===== config.mk =====
export PLATFORM = sky130hd
export DESIGN_NAME = sync_param_fifo
export DESIGN_NICKNAME = d
export VERILOG_FILES = /design/src/rtl/fifo_pkg.sv /design/src/rtl/fifo_regfile.sv /design/src/rtl/sync_param_fifo.sv
export SDC_FILE = /design/constraint.sdc
export NUM_CORES = 1
export LEC_CHECK = 0
export CAP_MARGIN = 20
export CORE_MARGIN = 2
export CORE_UTILIZATION = 50
export CTS_CLUSTER_SIZE = 25
export DETAILED_ROUTE_END_ITERATION = 8
export PLACE_DENSITY = 0.7
export SKIP_CTS_REPAIR_TIMING = 1
export SLEW_MARGIN = 30
export SYNTH_ARGS = -nofsm -noshare
export SYNTH_HDL_FRONTEND = slang
export SYNTH_SLANG_ARGS = --single-unit

===== constraint.sdc =====
create_clock -name clk -period 5.6 [get_ports clk]
set_input_delay 1.12 -clock clk [delete_from_list [all_inputs] [get_ports clk]]
set_output_delay 1.12 -clock clk [all_outputs]
set_load 0.01 [all_outputs]

===== src/rtl/fifo_pkg.sv =====
// Shared types and width helpers for the parametrised synchronous FIFO.
package fifo_pkg;

  function automatic int unsigned addr_w(input int unsigned depth);
    return (depth > 1) ? int'($clog2(depth)) : 1;
  endfunction

  function automatic int unsigned cnt_w(input int unsigned depth);
    return int'($clog2(depth + 1));
  endfunction

  typedef struct packed {
    logic empty;
    logic full;
    logic almost_empty;
    logic almost_full;
    logic overflow;
    logic underflow;
  } fifo_status_t;

  localparam fifo_status_t STATUS_RESET = '{
    empty:        1'b1,
    full:         1'b0,
    almost_empty: 1'b1,
    almost_full:  1'b0,
    overflow:     1'b0,
    underflow:    1'b0
  };

endpackage


===== src/rtl/fifo_regfile.sv =====
// FIFO storage: one clocked write port, one asynchronous read port, no reset.
module fifo_regfile
  import fifo_pkg::*;
#(
  parameter int unsigned WIDTH = 8,
  parameter int unsigned DEPTH = 8
) (
  input  logic                      clk,
  input  logic                      we,
  input  logic [addr_w(DEPTH)-1:0]  waddr,
  input  logic [WIDTH-1:0]          wdata,
  input  logic [addr_w(DEPTH)-1:0]  raddr,
  output logic [WIDTH-1:0]          rdata
);

  logic [WIDTH-1:0] mem [DEPTH];

  always_ff @(posedge clk) begin
    if (we) mem[waddr] <= wdata;
  end

  assign rdata = mem[raddr];

endmodule


===== src/rtl/sync_param_fifo.sv =====
// Parametrised single-clock FIFO with occupancy, thresholds, sticky errors,
// synchronous flush and selectable registered / first-word-fall-through read.
module sync_param_fifo
  import fifo_pkg::*;
#(
  parameter int unsigned WIDTH    = 8,
  parameter int unsigned DEPTH    = 8,
  parameter int unsigned AF_LEVEL = 6,
  parameter int unsigned AE_LEVEL = 1,
  parameter int unsigned FWFT     = 0
) (
  input  logic                     clk,
  input  logic                     rst,
  input  logic                     flush,
  input  logic                     w_enable,
  input  logic [WIDTH-1:0]         w_data,
  input  logic                     r_enable,
  output logic [WIDTH-1:0]         r_data,
  output logic                     empty,
  output logic                     full,
  output logic                     almost_empty,
  output logic                     almost_full,
  output logic [cnt_w(DEPTH)-1:0]  count,
  output logic                     overflow,
  output logic                     underflow
);

  localparam int unsigned ADDR_W = addr_w(DEPTH);
  localparam int unsigned PTR_W  = ADDR_W + 1;
  localparam int unsigned CNT_W  = cnt_w(DEPTH);

  logic [PTR_W-1:0] wr_ptr_q, rd_ptr_q, wr_ptr_nxt, rd_ptr_nxt;
  logic [CNT_W-1:0] count_q, count_nxt;
  fifo_status_t     status_q, status_nxt;
  logic             clr, rd_ok, wr_ok;
  logic [WIDTH-1:0] mem_rdata;

  // rst/flush win over any request, so nothing is accepted on those cycles.
  assign clr   = rst || flush;
  assign rd_ok = r_enable && !status_q.empty && !clr;
  assign wr_ok = w_enable && (!status_q.full || rd_ok) && !clr;

  always_comb begin
    wr_ptr_nxt = wr_ptr_q;
    rd_ptr_nxt = rd_ptr_q;
    count_nxt  = count_q;
    if (wr_ok) wr_ptr_nxt = wr_ptr_q + PTR_W'(1);
    if (rd_ok) rd_ptr_nxt = rd_ptr_q + PTR_W'(1);
    if (wr_ok && !rd_ok)      count_nxt = count_q + CNT_W'(1);
    else if (rd_ok && !wr_ok) count_nxt = count_q - CNT_W'(1);
  end

  // Status is precomputed from next-state pointers/count so it can be registered.
  always_comb begin
    status_nxt              = status_q;
    status_nxt.empty        = (wr_ptr_nxt == rd_ptr_nxt);
    status_nxt.full         = (wr_ptr_nxt == {~rd_ptr_nxt[PTR_W-1], rd_ptr_nxt[ADDR_W-1:0]});
    status_nxt.almost_empty = (count_nxt <= CNT_W'(AE_LEVEL));
    status_nxt.almost_full  = (count_nxt >= CNT_W'(AF_LEVEL));
    status_nxt.overflow     = status_q.overflow  || (w_enable && !wr_ok);
    status_nxt.underflow    = status_q.underflow || (r_enable && status_q.empty);
  end

  always_ff @(posedge clk) begin
    if (clr) begin
      wr_ptr_q <= '0;
      rd_ptr_q <= '0;
      count_q  <= '0;
      status_q <= STATUS_RESET;
    end else begin
      wr_ptr_q <= wr_ptr_nxt;
      rd_ptr_q <= rd_ptr_nxt;
      count_q  <= count_nxt;
      status_q <= status_nxt;
    end
  end

  fifo_regfile #(
    .WIDTH (WIDTH),
    .DEPTH (DEPTH)
  ) u_regfile (
    .clk   (clk),
    .we    (wr_ok),
    .waddr (wr_ptr_q[ADDR_W-1:0]),
    .wdata (w_data),
    .raddr (rd_ptr_q[ADDR_W-1:0]),
    .rdata (mem_rdata)
  );

  generate
    if (FWFT != 0) begin : g_fwft
      // Head word shown directly; forced to zero while empty so reset reads 0.
      assign r_data = status_q.empty ? '0 : mem_rdata;
    end else begin : g_reg
      always_ff @(posedge clk) begin
        if (rst)        r_data <= '0;
        else if (rd_ok) r_data <= mem_rdata;
      end
    end
  endgenerate

  assign empty        = status_q.empty;
  assign full         = status_q.full;
  assign almost_empty = status_q.almost_empty;
  assign almost_full  = status_q.almost_full;
  assign overflow     = status_q.overflow;
  assign underflow    = status_q.underflow;
  assign count        = count_q;

endmodule


==> impl_metrics.tcl <==
set metrics [dict create \
    die_w_um 89.2 \
    yosys-top-cells-area "edfxtp_1 (53%), dfxtp_1 (14%), mux4_2 (9.9%), mux2i_1 (2.8%), nor2_1 (2.2%)" \
    setup_ws_ps 1950 \
    cts_inserted_buffers 9 \
    synth_nets 248 \
    status "completed" \
    cts-root-buf "clkbuf_8" \
    fin_nets 279 \
    min_period_over_period 0.651 \
    max_freq_ghz 0.274 \
    start_util 0.508 \
    htreeDepth 3 \
    synth_ff_type "edfxtp_1" \
    setup_viol 0 \
    crit_chain "clkdlybuf4s50_1, or3b_4, a21oi_1, nand2_1, nor3_1" \
    grt_pass1_wl_um 10300 \
    synth_common_cells "edfxtp_1 (64), dfxtp_1 (26), nor2_1 (21)" \
    ff2ff_setup_slack_ps 3290 \
    cp_data_arrival_time_ps 3620 \
    viasPerCell 5.40 \
    synth_compound_area_frac 0.0514 \
    synth-xor-area-share 0.0314 \
    synth_most_common_cell "edfxtp_1" \
    ys_warn_count 0 \
    synth_top_area_frac 0.530 \
    clkTransAtPathRegs_ps 90 \
    drc 0 \
    slew_violations 0 \
    antenna_found_initial 0 \
    ff_latch_area_um2 2440 \
    crit_path_max_incr_delay_ps 770 \
    end_kind "flip-flop" \
    hpwl_um 4540 \
    tritoncts "built" \
    drtAntennaViolNets 0 \
    synth_cell_types 40 \
    ir_drop_mv 0.207 \
    synth_top_family_by_area "multiplexers" \
    rows 31 \
    cts_sinks 90 \
    placed_cell_area_um2 4040 \
    io_pins 31 \
    via_count 1976 \
    routabilityCongestion 0.796 \
    die-area_um2 7950 \
    drtIter0Drc 91 \
    synth-seq-cells 90 \
    pre_cts_ws_ps 1360 \
    crit_fanout 13 \
    grt.total_usage 0.181 \
    synthCells 231 \
    port_buffers 30 \
    routedWlPerCell_um 18.0 \
    finish.utilization 0.602 \
    clkPwrFrac 0.412 \
    synthesis.area_um2 3630 \
    dr.pass1.iters 4 \
    die_h_um 89.2 \
    seq_area_frac_synth 0.674 \
    n_antenna_cell 0 \
    synth_fa_ha_area_frac 0.0138 \
    power.net_switching_uw 254 \
    p_leak_uw 0.00132 \
    power_density_nw_per_um2 299 \
    routed_wirelength_um 6590 \
    fin_crit_ps 3650 \
    first_global_vias 2010 \
    hold_violations 0 \
    yosysTopAreaCell "edfxtp_1" \
    synthSimpleGateAreaFrac 0.0842 \
    final_area_um2 4300 \
    multi_input_area_um2 1150 \
    startpoint_type "primary input" \
    swShare 0.197 \
    clockBufferDepth 2 \
    clock_latency_ps 350 \
    cp.required_ps 5570 \
    comb_power_share 0.031 \
    rsz0062_at_grt "no" \
    drive_above_1_share 0.165 \
    path_class "in2reg" \
    synth-edff-count 64 \
    drv_cap 0 \
    setup-tns-final_ps 0 \
    hold_class "reg2reg" \
    area_growth_pct 18.5 \
    core_um2 7140 \
    yosys-mux-area-fraction 0.127 \
    p_total_uw 1290 \
    async_reset_ff_frac 0 \
    crit_path_top_delay_cell "nor3_1" \
    seqPwrFrac 0.557 \
    skew_ps 9.67 \
    worst_slew_pin_slew_ps 942 \
    grt_max_degree 24 \
    fillCellCount 574 \
    p_int_uw 1030 \
    grt_overflow 0 \
    slew_headroom 0.367 \
    syn_area_per_cell_um2 15.7 \
]
layout by cell type, fill, tap and decap left out, types with 2 or more instances in the layout:
master           instances
and3b_1                  2
buf_4                    2
dfxtp_1                 26
clkdlybuf4s50_1         30
nand2_1                  9
inv_1                    4
nor3_2                   2
a21oi_1                  4
edfxtp_1                64
nand3_1                  3
xnor2_1                  6
clkbuf_8                 9
nand4_1                  2
ha_1                     4
xor2_1                   7
bufinv_16                3
mux4_2                  16
a211oi_1                 9
nor3b_2                  4
inv_6                    2
nor2_1                  21
mux2i_1                 10
nor3_1                   6
power groups by stage:
stage | Sequential [uW] | Clock [uW] | Combinational, uW
floorplan | 732 | 0 | 15.5
global placement | 732 | 0 | 39.5
detailed placement | 732 | 0 | 39.5
CTS | 717 | 541 | 39.7
global route | 717 | 567 | 42.9
finish | 717 | 531 | 39.3
per-layer routing:
metal,vias up,routed length (um),global-route usage
met1,979,2980,0.242
met4,0,85,0.0488
met5,-,0,0
li1,945,-,-
met3,9,230,0.0499
met2,43,3290,0.296
stage by stage:
stage               instances  hold slack, ps
floorplan                 231             489
finish                    366             477
global route              366             513
detailed placement        350             458
CTS                       366             481
global placement          350             447
registers in the layout, summed over array words and instances, names as in the netlist:
register       cells
u_regfile.mem     64
r_data             8
count              4
rd_ptr_q           4
wr_ptr_q           4
almost_empty       1
almost_full        1
empty              1
full               1
overflow           1
underflow          1
final cells by class:
type	count	share of cell area
Sequential cell	90	0.568
Multi-Input combinational cell	124	0.268
Timing Repair Buffer	32	0.0734
Clock buffer	9	0.0288
Tap cell	99	0.0288
Clock inverter	7	0.0285
Inverter	5	0.00437
worst max-delay path: cells and delay by family:
| family | cells | cell delay, ps |
|---|---|---|
| and+or+nand+nor | 3 | 1550 |
| AOI/OAI and AO/OA | 1 | 250 |
| buffers and inverters | 1 | 710 |
final timing paths:
kind                          to         from  depth (start not counted)
max          u_regfile.mem[0][5]          rst                          5
min                    underflow    underflow                          2
max reg2reg                 full  wr_ptr_q[1]                          5
min reg2reg            underflow    underflow                          2
cells by family after synthesis:
group,after synthesis
multiplexers,26
adder cells (fa/ha/maj),4
XOR/XNOR,13
flip-flops,90
buffers and inverters,17
AO/OA/AOI/OAI,23
AND/OR/NAND/NOR,58
(Power assumes the default switching activity.)
